File: src/rtl/control_sequencer.sv
// Multi-cycle instruction sequencer feeding the ALU datapath and 4-entry register file.
// Define SEQ_INSTR_COUNT_EN to build the retired-instruction counter; otherwise instr_count is 0.
module control_sequencer #(
    parameter int unsigned EXEC_CYCLES = 1,
    parameter logic [3:0]  ALU_LAST    = 4'h9
) (
    input  logic        clk,
    input  logic        rst,
    input  logic [7:0]  instr,
    input  logic        instr_valid,
    output logic        instr_ready,
    input  logic        go,
    output logic [3:0]  alu_sel,
    output logic [1:0]  rd_addr_a,
    output logic [1:0]  rd_addr_b,
    output logic [1:0]  wr_addr,
    output logic        wr_en,
    output logic [1:0]  wr_src,
    output logic [7:0]  imm,
    output logic        busy,
    output logic        halted,
    output logic        illegal,
    output logic [15:0] instr_count
);

    typedef enum logic [2:0] {
        S_FETCH,
        S_DECODE,
        S_IMM,
        S_EXEC,
        S_WB,
        S_HALT
    } state_t;

    localparam logic [3:0] OP_NOP  = 4'h0;
    localparam logic [3:0] OP_LDI  = 4'hA;
    localparam logic [3:0] OP_MOV  = 4'hB;
    localparam logic [3:0] OP_HALT = 4'hF;

    localparam logic [1:0] SRC_ALU = 2'd0;
    localparam logic [1:0] SRC_IMM = 2'd1;
    localparam logic [1:0] SRC_RDB = 2'd2;

    localparam logic [1:0] EXEC_LAST = 2'(EXEC_CYCLES - 1);

    state_t      state_q;
    logic [3:0]  op_q;
    logic [1:0]  cnt_q;
    logic        instr_ready_q;
    logic [3:0]  alu_sel_q;
    logic [1:0]  rd_addr_a_q;
    logic [1:0]  rd_addr_b_q;
    logic [1:0]  wr_addr_q;
    logic        wr_en_q;
    logic [1:0]  wr_src_q;
    logic [7:0]  imm_q;
    logic        busy_q;
    logic        halted_q;
    logic        illegal_q;
    logic        is_alu;

    assign is_alu = (op_q != OP_NOP) && (op_q <= ALU_LAST);

    always_ff @(posedge clk or negedge rst) begin
        if (!rst) begin
            state_q       <= S_FETCH;
            op_q          <= 4'h0;
            cnt_q         <= 2'd0;
            instr_ready_q <= 1'b0;
            alu_sel_q     <= 4'h0;
            rd_addr_a_q   <= 2'd0;
            rd_addr_b_q   <= 2'd0;
            wr_addr_q     <= 2'd0;
            wr_en_q       <= 1'b0;
            wr_src_q      <= SRC_ALU;
            imm_q         <= 8'h00;
            busy_q        <= 1'b0;
            halted_q      <= 1'b0;
            illegal_q     <= 1'b0;
        end else begin
            wr_en_q <= 1'b0;
            case (state_q)
                S_FETCH: begin
                    // Ready rises on the first clock here, covering the post-reset entry.
                    instr_ready_q <= 1'b1;
                    if (instr_valid && instr_ready_q) begin
                        op_q          <= instr[7:4];
                        rd_addr_a_q   <= instr[3:2];
                        rd_addr_b_q   <= instr[1:0];
                        wr_addr_q     <= instr[3:2];
                        instr_ready_q <= 1'b0;
                        busy_q        <= 1'b1;
                        state_q       <= S_DECODE;
                    end
                end
                S_DECODE: begin
                    if (op_q == OP_NOP) begin
                        busy_q        <= 1'b0;
                        instr_ready_q <= 1'b1;
                        state_q       <= S_FETCH;
                    end else if (is_alu) begin
                        alu_sel_q <= op_q;
                        wr_src_q  <= SRC_ALU;
                        cnt_q     <= 2'd0;
                        state_q   <= S_EXEC;
                    end else if (op_q == OP_LDI) begin
                        instr_ready_q <= 1'b1;
                        state_q       <= S_IMM;
                    end else if (op_q == OP_MOV) begin
                        wr_src_q <= SRC_RDB;
                        wr_en_q  <= 1'b1;
                        state_q  <= S_WB;
                    end else if (op_q == OP_HALT) begin
                        busy_q   <= 1'b0;
                        halted_q <= 1'b1;
                        state_q  <= S_HALT;
                    end else begin
                        illegal_q     <= 1'b1;
                        busy_q        <= 1'b0;
                        instr_ready_q <= 1'b1;
                        state_q       <= S_FETCH;
                    end
                end
                S_IMM: begin
                    if (instr_valid && instr_ready_q) begin
                        imm_q         <= instr;
                        wr_src_q      <= SRC_IMM;
                        instr_ready_q <= 1'b0;
                        wr_en_q       <= 1'b1;
                        state_q       <= S_WB;
                    end
                end
                S_EXEC: begin
                    // The strobe is raised on the WB entry edge so it lines up with the WB cycle.
                    if (cnt_q == EXEC_LAST) begin
                        wr_en_q <= 1'b1;
                        state_q <= S_WB;
                    end else begin
                        cnt_q <= cnt_q + 2'd1;
                    end
                end
                S_WB: begin
                    busy_q        <= 1'b0;
                    instr_ready_q <= 1'b1;
                    state_q       <= S_FETCH;
                end
                S_HALT: begin
                    if (go) begin
                        halted_q      <= 1'b0;
                        instr_ready_q <= 1'b1;
                        state_q       <= S_FETCH;
                    end
                end
                default: begin
                    state_q <= S_FETCH;
                end
            endcase
        end
    end

    assign instr_ready = instr_ready_q;
    assign alu_sel     = alu_sel_q;
    assign rd_addr_a   = rd_addr_a_q;
    assign rd_addr_b   = rd_addr_b_q;
    assign wr_addr     = wr_addr_q;
    assign wr_en       = wr_en_q;
    assign wr_src      = wr_src_q;
    assign imm         = imm_q;
    assign busy        = busy_q;
    assign halted      = halted_q;
    assign illegal     = illegal_q;

`ifdef SEQ_INSTR_COUNT_EN
    logic        retire;
    logic [15:0] count_q;
    logic [15:0] count_d;

    // Retires on WB exit and on every DECODE exit that does not continue the instruction.
    always_comb begin
        retire  = (state_q == S_WB) ||
                  ((state_q == S_DECODE) && !is_alu && (op_q != OP_LDI) && (op_q != OP_MOV));
        count_d = count_q + 16'd1;
    end

    always_ff @(posedge clk or negedge rst) begin
        if (!rst) begin
            count_q <= 16'h0000;
        end else if (retire) begin
            count_q <= count_d;
        end
    end

    assign instr_count = count_q;
`else
    assign instr_count = 16'h0000;
`endif

endmodule

File: config.mk
export PLATFORM = sky130hd
export DESIGN_NAME = control_sequencer
export DESIGN_NICKNAME = d
export VERILOG_FILES = /design/src/rtl/control_sequencer.sv
export SDC_FILE = /design/constraint.sdc
export NUM_CORES = 1
export LEC_CHECK = 0
export CAP_MARGIN = 15
export CELL_PAD_IN_SITES_DETAIL_PLACEMENT = 1
export CELL_PAD_IN_SITES_GLOBAL_PLACEMENT = 2
export CORE_MARGIN = 2
export CORE_UTILIZATION = 31
export CTS_CLUSTER_SIZE = 28
export DETAILED_ROUTE_END_ITERATION = 12
export GPL_ROUTABILITY_DRIVEN = 0
export PLACE_DENSITY_LB_ADDON = 0.1
export SLEW_MARGIN = 10
export SYNTH_ARGS = -nofsm -noshare
export SYNTH_HDL_FRONTEND = slang
export SYNTH_SLANG_ARGS = --single-unit
File: constraint.sdc
create_clock -name clk -period 2.7 [get_ports clk]
set_clock_uncertainty 0.1 [all_clocks]
set_input_delay 0.81 -clock clk [delete_from_list [all_inputs] [get_ports clk]]
set_output_delay 0.81 -clock clk [all_outputs]
set_load 0.05 [all_outputs]
---- Word-level counts from Yosys, hierarchy flattened ----
Index checks and enable logic that the tools add are counted.
word-level totals
  output and inout port bits .............. 41
  bits in registers ....................... 32
  logic and storage cells ................. 116
cells by class
  order comparisons ....................... 1
  bitwise gates (word level) .............. 5
  mux-type cells .......................... 49
  reductions and logical operators ........ 21
  add/subtract/negate cells ............... 1
  eq/ne operators ......................... 26
operators by type and width
  cell                                                 count
  2-to-1 mux 3 bit                                     9
  2-to-1 mux 1 bit                                     25
  inequality test 2 bit, second input constant         11
  2-to-1 mux 2 bit                                     8
  inequality test 3 bit, second input constant         5
  one-hot mux 3 bit (5 select lines)                   1
  equality test 4 bit, second input constant           3
  AND reduction 6 bit                                  2
  AND reduction 5 bit                                  2
  inequality test 4 bit, second input constant         2
  one-hot mux 2 bit (2 select lines)                   2
  AND reduction 4 bit                                  2
  AND reduction 7 bit                                  1
  equality test 3 x 2 -> 1 bit, second input constant  2
  equality test 3 bit, second input constant           2
  one-hot mux 1 bit (3 select lines)                   2
  nonzero test 2 bit                                   3
  inverter 1 bit                                       5
  one-hot mux 1 bit (5 select lines)                   1
  nonzero test 5 bit                                   1
  <= comparator 4 bit, second input constant           1
  logical NOT 4 bit                                    1
  AND reduction 2 bit                                  2
  nonzero test 4 bit                                   1
  8 further kinds                                      9

---- Longest topological paths before layout ----
  depth in word-level cells ............... 7
  depth in mapped cells ................... 5
  gate-level depth less buffers ........... 5

---- Worst setup path after synthesis ----
OpenSTA, ideal clock, no wires.
  kind .................................... input to register
  start ................................... in instr_valid
  end ..................................... reg op_q[0]
  path buffers ............................ 1
  stages on the path ...................... 4
  arrival time ............................ 1.679 ns
  data required time ...................... 2.475 ns
  path slack .............................. 0.796 ns
  cell sequence ........................... and4bb_2 > and2_1 > buf_2 > mux2_2
between the ends
  longest elaborated chain between the ends .. 2
ends and longest elaborated chain
  what                           RTL line  RTL
  from (decl)                    10        input logic instr_valid,
  logical AND 1 bit              86        if (instr_valid && instr_ready_q) begin
  AND reduction 2 bit (no line)  n/a
  to (signal assigned)           87        op_q <= instr[7:4];
  to (decl)                      47        logic [3:0] op_q;
No other way between the ends.
A chain may end at the register's enable or synchronous reset.

---- Final worst setup path ----
  start ................................... reg instr_ready_q, in the netlist instr_ready
  end ..................................... out instr_ready
RTL lines
  what                    RTL line  RTL
  from (decl)             49        logic instr_ready_q;
  from (signal assigned)  69        instr_ready_q <= 1'b0;
  from (signal assigned)  85        instr_ready_q <= 1'b1;
  from (signal assigned)  91        instr_ready_q <= 1'b0;
  to (decl)               11        output logic instr_ready,
No word-level cell between the ends.

==> metrics.md <==
| Metric | Value |
|---|---|
| Non-filler cells, final | 249 |
| Ports | 53 |
| Critical path startpoint category | flip-flop |
| Drt total wl | 3.71 mm |
| Port Buffers | 36 |
| Post-Syn Area | 1670 um2 |
| Crit path largest cell delay | 0.82 ns |
| Hold slack | 0.393 ns |
| Nets | 192 |
| Most frequent cells in the layout | 36 x clkdlybuf4s50_1, 32 x dfrtp_1, 18 x mux2_2 |
| Crit path buf inv count | 1 |
| Min cycle time layout | 2.42 ns |
| Crit Path Class | flip-flop to output port |
| Main area contributors after synthesis | dfrtp_1 48%, mux2_2 12%, buf_4 8.1% |
| CTS buffer count | 5 |
| Post-CTS Setup Inserts | 0 |
| #FFs+latches synth | 32 |
| Die area | 5980 um2 |
| Synthesis Warnings | 0 |
| # rows | 26 |
| Max stage delay cell, worst path | clkdlybuf4s50_1 |
| Antenna violations before repair | 0 |
| Biggest area consumer among synthesized cells | dfrtp_1 |
| CP Data Arrival Time | 1.51 ns |
| Layout cells sized above 1 | 17.3% |
| Initial DRC count | 49 |
| Area share of the largest cell type after synthesis | 48.0% |
| Inserted Diodes | 0 |
| Cell Chain, Critical Path | clkdlybuf4s50_1 |
| Hold crit path type | flip-flop to flip-flop |
| Detail Route Antenna Nets | 0 |
| Gr usage total | 13.5% |
| Final WS setup | 0.284 ns |
| Die height | 77.3 um |
| CTS tree | done |
| Worst Tran Pin Value | 0.528 ns |
| Crit path max fanout | 5 |
| Placed Cells | 242 |
| Slew Limit Fails | 0 |
| Clk_lat worst skew | 0.28 ns |
| Hold_buf cts | 0 |
| Commonest non-fill, non-tap cell in the layout | clkdlybuf4s50_1 |
| Wire length per cell | 14.9 um |
| Max-Cap Viols | 0 |
| Synthesis-to-finish area growth | 25.8% |
| Total core area | 5140 um2 |
| Worst path top cell family by delay | buffers and inverters |
| Sequential-to-total area share from yosys stat | 48.0% |
| Root Driver | clkbuf_8 |
| TritonRoute pass-1 iters | 4 |
| Die width | 77.3 um |
| Initial Util | 32.4% |
| Dpl hpwl | 2.60 mm |
| CP endpoint kind | output port |
| Setup TNS | 0 ns |
| Vias per cell | 4.75 |
| Total gr overflow | 0 |
| Largest net degree at the start of global routing | 33 |
| Pre-CTS WS | 0.0397 ns |
| CTS sink cnt | 32 |
| Synth cell types | 40 |
| Syn_area_per_cell | 11.4 um2 |
| Vias in the first global route | 1214 |
| Final hold violations | 0 |
| Mapped Cells | 146 |
| Fillers | 587 |
| DR vias | 1183 |
| Worst Path Required | 1.79 ns |
| Clk slew on worst S/H paths | 0.06 ns |
| Fin crit share | 89.5% |
| Upper clock frequency limit | 414 MHz |
| First-pass GRT wire length | 6.16 mm |
| # setup viols final | 0 |
| Max-Slew Margin vs Limit | 64.8% |
| RSZ-0062 raised after global routing | false |
| CTS H-tree lvls | 2 |
| Clk buf depth | 2 |
| Status | finished, final reports clean |
| Post-CTS sizing | 0 |
| DRC | 0 |
## final cells by class
cell class | count | area [um2] | share of cell area (%)
timing repair buffer | 38 | 375 | 17.9
clock buffer | 7 | 96.3 | 4.60
sequential | 32 | 801 | 38.2
multi-input combinational | 94 | 706 | 33.7
tap | 70 | 87.6 | 4.18
inverter | 8 | 30.0 | 1.43
## layer usage
metal	global-route usage, %	vias up	wire (um)
li1	-	556	-
met1	17.1	587	1680
met2	20.3	33	1760
met3	4.94	7	197
met4	6.43	0	71
met5	0	-	0
## flip-flops by register name, summed over array words and instances, names as in the netlist
register     flops
imm              8
instr_ready      1
wr_src           2
rd_addr_b        2
busy             1
cnt_q            2
op_q             4
halted           1
state_q          3
alu_sel          4
wr_addr          2
wr_en            1
illegal          1
## through the flow
stage	instance area (um2)	utilization (%)
finish	2100	40.8
global route	2100	40.8
CTS	2100	40.8
detailed placement	2000	38.9
global placement	2000	38.9
floorplan	1720	-
## path summary, 6_finish.rpt
path,from,end,slack [ns],cells after the start
min reg2reg,cnt_q[0]$_DFFE_PN0P_,cnt_q[0]$_DFFE_PN0P_,0.39,1
min,cnt_q[0]$_DFFE_PN0P_,cnt_q[0]$_DFFE_PN0P_,0.39,1
max,instr_ready$_DFFE_PN0P_,instr_ready,0.28,1
max reg2reg,state_q[1]$_DFFE_PN0P_,wr_src[0]$_DFFE_PN0P_,0.65,3
max in group asynchronous,rst,wr_src[0]$_DFFE_PN0P_,1.38,2
min in group asynchronous,rst,instr_ready$_DFFE_PN0P_,0.82,2
## Yosys cell counts
cell type  count
dfrtp_1       32
buf_4         18
mux2_2        18
inv_1          8
a21oi_1        6
o21ai_0        6
clkbuf_1       5
nand2b_1       4
and2_1         3
and3b_1        3
nand2_1        3
nor2b_1        3
o22ai_1        3
a41oi_1        2
buf_2          2
buf_6          2
nand3_1        2
o311ai_0       2
o31ai_1        2
o32ai_1        2
a2111oi_0      1
a211o_1        1
a211oi_1       1
a311oi_1       1
a31oi_1        1
a32o_1         1
and4bb_2       1
conb_1         1
ha_1           1
nand3b_1       1
nand4bb_1      1
nor2_1         1
nor3_4         1
nor3b_2        1
nor4_1         1
nor4_4         1
o21a_1         1
o41ai_1        1
or3b_1         1
or4_1          1
## kinds of logic (layout without fill, tap and decap cells)
family / count (synthesis) / after routing / share of synthesized area, %
multiplexers: 18 / 18 / 12.2
flip-flops: 32 / 32 / 48.0
AND/OR/NAND/NOR: 28 / 28 / 13.1
buffers and inverters: 35 / 53 / 13.0
other: 1 / 16 / 0.225
adder cells (fa/ha/maj): 1 / 1 / 0.751
AO/OA/AOI/OAI: 31 / 31 / 12.8
Power is not shown: default switching activity piles up to over one toggle a cycle in this logic, so the estimate is an artifact.
